$ cat src/rtl/if_id_hazard_ctrl.sv
// PC / IF-ID sequencer: load-use stalls, taken-branch flushes, instruction-memory wait.
// Optional HAZARD_STATS_EN adds saturating stall/flush cycle counters.
module if_id_hazard_ctrl #(
   parameter int FLUSH_CYCLES      = 1,
   parameter int LOAD_STALL_CYCLES = 1,
   parameter int REG_ADDR_W        = 5
) (
   input  logic                  clock,
   input  logic                  nreset,
   input  logic                  take_branch,
   input  logic                  ex_is_load,
   input  logic [REG_ADDR_W-1:0] ex_rd,
   input  logic [REG_ADDR_W-1:0] id_rs1,
   input  logic [REG_ADDR_W-1:0] id_rs2,
   input  logic                  id_uses_rs1,
   input  logic                  id_uses_rs2,
   input  logic                  imem_ready,
   output logic                  pc_en,
   output logic                  if_id_en,
   output logic                  if_id_flush,
   output logic                  id_ex_bubble,
   output logic                  stall_active
`ifdef HAZARD_STATS_EN
   ,
   output logic [15:0]           stall_cycles,
   output logic [15:0]           flush_cycles
`endif
);

   localparam int MAX_C = (FLUSH_CYCLES > LOAD_STALL_CYCLES) ? FLUSH_CYCLES : LOAD_STALL_CYCLES;
   localparam int CNT_W = $clog2(MAX_C + 1);
   localparam logic [CNT_W-1:0] FLUSH_INIT = CNT_W'(FLUSH_CYCLES - 1);
   localparam logic [CNT_W-1:0] LS_INIT    = CNT_W'(LOAD_STALL_CYCLES - 1);
   localparam logic             FLUSH_MULTI = (FLUSH_CYCLES > 1);
   localparam logic             LS_MULTI    = (LOAD_STALL_CYCLES > 1);

   typedef enum logic [1:0] {RUN, FLUSH, LOAD_STALL, IMEM_WAIT} state_t;

   state_t           state, state_nxt;
   logic [CNT_W-1:0] cnt, cnt_nxt;
   logic             luh;

   // Register 0 is hard-wired, so a load targeting it never creates a dependency.
   assign luh = ex_is_load && (ex_rd != '0) &&
                ((id_uses_rs1 && (id_rs1 == ex_rd)) || (id_uses_rs2 && (id_rs2 == ex_rd)));

   always_comb begin
      pc_en        = 1'b0;
      if_id_en     = 1'b0;
      if_id_flush  = 1'b0;
      id_ex_bubble = 1'b0;
      stall_active = (state != RUN);
      state_nxt    = state;
      cnt_nxt      = cnt;
      if (!nreset) begin
         if_id_flush  = 1'b1;
         id_ex_bubble = 1'b1;
         stall_active = 1'b0;
         state_nxt    = RUN;
         cnt_nxt      = '0;
      end else if (take_branch) begin
         pc_en        = 1'b1;
         if_id_en     = 1'b1;
         if_id_flush  = 1'b1;
         id_ex_bubble = 1'b1;
         state_nxt    = FLUSH_MULTI ? FLUSH : RUN;
         cnt_nxt      = FLUSH_MULTI ? FLUSH_INIT : '0;
      end else begin
         case (state)
            RUN, IMEM_WAIT: begin
               if (luh) begin
                  id_ex_bubble = 1'b1;
                  state_nxt    = LS_MULTI ? LOAD_STALL : RUN;
                  cnt_nxt      = LS_MULTI ? LS_INIT : '0;
               end else if (!imem_ready) begin
                  // Flush wins over enable inside IF/ID; enable kept high alongside it.
                  if_id_en    = 1'b1;
                  if_id_flush = 1'b1;
                  state_nxt   = IMEM_WAIT;
               end else begin
                  pc_en     = 1'b1;
                  if_id_en  = 1'b1;
                  state_nxt = RUN;
               end
            end
            FLUSH: begin
               pc_en        = 1'b1;
               if_id_en     = 1'b1;
               if_id_flush  = 1'b1;
               id_ex_bubble = 1'b1;
               if (cnt <= CNT_W'(1)) begin
                  state_nxt = RUN;
                  cnt_nxt   = '0;
               end else begin
                  cnt_nxt = cnt - CNT_W'(1);
               end
            end
            LOAD_STALL: begin
               id_ex_bubble = 1'b1;
               if (cnt <= CNT_W'(1)) begin
                  state_nxt = RUN;
                  cnt_nxt   = '0;
               end else begin
                  cnt_nxt = cnt - CNT_W'(1);
               end
            end
            default: begin
               state_nxt = RUN;
               cnt_nxt   = '0;
            end
         endcase
      end
   end

   always_ff @(posedge clock) begin
      if (!nreset) begin
         state <= RUN;
         cnt   <= '0;
      end else begin
         state <= state_nxt;
         cnt   <= cnt_nxt;
      end
   end

`ifdef HAZARD_STATS_EN
   always_ff @(posedge clock) begin
      if (!nreset) begin
         stall_cycles <= '0;
         flush_cycles <= '0;
      end else begin
         if (!pc_en && stall_cycles != 16'hFFFF) stall_cycles <= stall_cycles + 16'd1;
         if (if_id_flush && flush_cycles != 16'hFFFF) flush_cycles <= flush_cycles + 16'd1;
      end
   end
`endif

endmodule

$ cat config.mk
export PLATFORM = sky130hd
export DESIGN_NAME = if_id_hazard_ctrl
export DESIGN_NICKNAME = d
export VERILOG_FILES = /design/src/rtl/if_id_hazard_ctrl.sv
export SDC_FILE = /design/constraint.sdc
export NUM_CORES = 1
export LEC_CHECK = 0
export BUFFER_PORTS_ARGS = -buffer_cell sky130_fd_sc_hd__buf_2
export CAP_MARGIN = 20
export CORE_AREA = 2 2 39 41
export CTS_CLUSTER_SIZE = 40
export DETAILED_ROUTE_END_ITERATION = 10
export DIE_AREA = 0 0 41 43
export GPL_TIMING_DRIVEN = 0
export HOLD_SLACK_MARGIN = 0.15
export PLACE_DENSITY = 0.51
export SLEW_MARGIN = 20
export SYNTH_ARGS = -nofsm -noshare
export SYNTH_HDL_FRONTEND = slang
export SYNTH_SLANG_ARGS = --single-unit
$ cat constraint.sdc
create_clock -name clock -period 1.2 [get_ports clock]
set_input_delay 0.18 -clock clock [delete_from_list [all_inputs] [get_ports clock]]
set_output_delay 0.18 -clock clock [all_outputs]
set_load 0.05 [all_outputs]
==> out/qor.yml <==
timing.max_slew.rel_slack_pct: 75.6
antenna_found_initial: 0
holdWs_ns: 0.475
synth.lib_cells_used.distinct: 18
clkSlewWorstSetupHoldPaths_ns: 0
irDropWorstVdd_mv: 0.165
initial_utilization_pct: 17.4
largest_reg_flops: 1
final-max-slew-violation-count: 0
wl_per_cell_um: 10.3
place_ws_ns: -0.513
antennaDiodeCount: 0
core_mm2: 0.00138
drtPass1Iterations: 4
detail_route.drc_violations: 0
cap_violations: 0
use_met1_pct: 9.52
status: "finished, violations left"
row_count: 14
worstPathRequired_ns: 1.02
worst-endpoint-arrival_ns: 1.42
first_global_vias: 308
final_common_cell: "buf_2"
hold_buffers: 0
fmax_mhz: 625
final_layout_size_suffix_gt1_share_pct: 65.5
maximum_number_of_pins_on_one_net_before_global_route_repair: 5
viasPerCell: 4.32
ffs_latches_synth: 1
post_dp_cell_area_um2: 417
top_level_ports: 27
max_slew.worst_pin.slew_ns: 0.362
global_route_wire_length_before_repair_mm: 1.12
global_route.peak_usage_layer: "met2"
global_route.overflow_total: 0
largest_registers_ranked_by_flip_flop_count: "state: 1 flops"
route.antenna.remaining_nets: 0
synthesis.area_per_instance_um2: 8.01
final_core_util_pct: 36.6
yosys-mux-area-fraction_pct: 0
layout-area-overhead-vs-synth_pct: 111
synth_adder_area_share_pct: 0
die_area_mm2: 0.00176
routed_wirelength_um: 760
worstSetupEndpointType: "primary output"
report.final.setup_viol: 5
largest-register: "state"
synth_top_family_by_area: "XOR/XNOR gates"
final_cell_area_um2: 507
postSynthCellCount: 30
timing_worst_setup_path_type: "in2out"
rsz0062_at_grt: "true"
mostFrequentLayoutCells: "20 x buf_2, 8 x xnor2_1, 4 x buf_6"
multi_input_logic_area_um2: 273
quantity_of_i_o_buffers_inserted_on_ports: 26
synth-xor-area-share_pct: 36.5
post-route-min-period_ns: 1.60
power_per_cell_area_mw_per_mm2: 454
timing_hold_violations_final: 0
synth.cell_area_um2: 240
worstSetupStartpointType: "primary input"
setup_slack_ns: -0.401
finalWeightedCongestion: 0.587
dp.cells: 72
met3_global_route_usage_pct: 0
yosys_warnings: 0
largest_fanout_on_the_critical_path: 4
num-nets-final: 82
die_y_um: 43
synth_fp_nets: 52
dr_total_vias: 320
layoutNonFillerInstCount: 74
leak_pwr_uw: 0.000223
fin_crit_sh_pct: 133
synth_compound_area_share_pct: 31.8
drt_iter0_markers: 5
yosys.area_share.simple_pct: 21.9
grt_use_met2_pct: 17.2
num-fill-cells: 150
seqCellArea_um2: 20.0
grt.total_usage_pct: 8.50
failed_checks: "setup timing"
dp_hpwl_um: 623
worstHoldPathType: "in2reg"
floorplan.die.width_um: 41
synth_seq_area_share_pct: 8.33
report_power, final:
| group | total, uW | switching [uW] | internal [uW] |
|---|---|---|---|
| Combinational | 195 | 97.4 | 97.2 |
| Clock | 0 | 0 | 0 |
| Sequential | 35.5 | 0.201 | 35.3 |
stage by stage:
step	power (uW)	TNS [ns]
floorplan	132	-1.31
global placement	193	-1.86
detailed placement	195	-1.94
CTS	216	-1.57
global route	244	-1.95
finish	230	-1.65
synthesized netlist by cell type:
library cell | n | area share, %
and2_1 | 1 | 2.6
inv_1 | 1 | 1.6
o22ai_1 | 1 | 2.6
a21boi_2 | 1 | 4.7
nand2_1 | 2 | 3.1
a21oi_2 | 1 | 3.6
o211a_1 | 1 | 4.2
a22oi_2 | 1 | 5.2
nand4_1 | 2 | 5.2
dfxtp_1 | 1 | 8.3
o21ai_0 | 1 | 2.1
or4_1 | 1 | 3.1
o22a_1 | 1 | 3.6
o21ai_2 | 1 | 3.6
nor2b_1 | 2 | 5.2
o21ai_1 | 1 | 2.1
xnor2_1 | 10 | 36
nor2_2 | 1 | 2.6
final timing paths:
path,startpoint,to,slack [ns],cells after the start
worst max-delay path,ex_rd[2],if_id_en,-0.40,6
worst min-delay path,imem_ready,state[0]$_SDFF_PP0_,0.48,3
what timing repair did:
action | 4_1_cts | 5_1_grt
setup buffers | 1 | 1
pin swaps | 2 | 3
endpoints found under the hold margin | 0 | 0
endpoints found under the setup margin | 5 | 5
resized for setup | 14 | 5
area by class of cell:
cell class / count / area share, %
flip-flops and latches: 1 / 3.95
inverters: 1 / 0.741
multi-input cells: 28 / 53.8
repair buffers: 28 / 37.5
well taps: 16 / 3.95
per-layer routing:
layer	up-vias	routed length, um	share of wire [%]
li1	164	-	-
met1	133	237	31
met2	23	420	55
met3	0	103	14
met4	0	0	0
met5	-	0	0
cells by family after synthesis:
logic type	count (synthesis)
AOI/OAI and AO/OA	9
xor gates and xnor gates	10
buffers and inverters	1
DFF	1
and+or+nand+nor	9
critical path, stage by stage:
cell	delay, ns
buf_8	0.10
or4_4	0.53
o21ai_4	0.21
nor2_4	0.08
a21boi_4	0.15
buf_6	0.17
(Power assumes the default switching activity.)
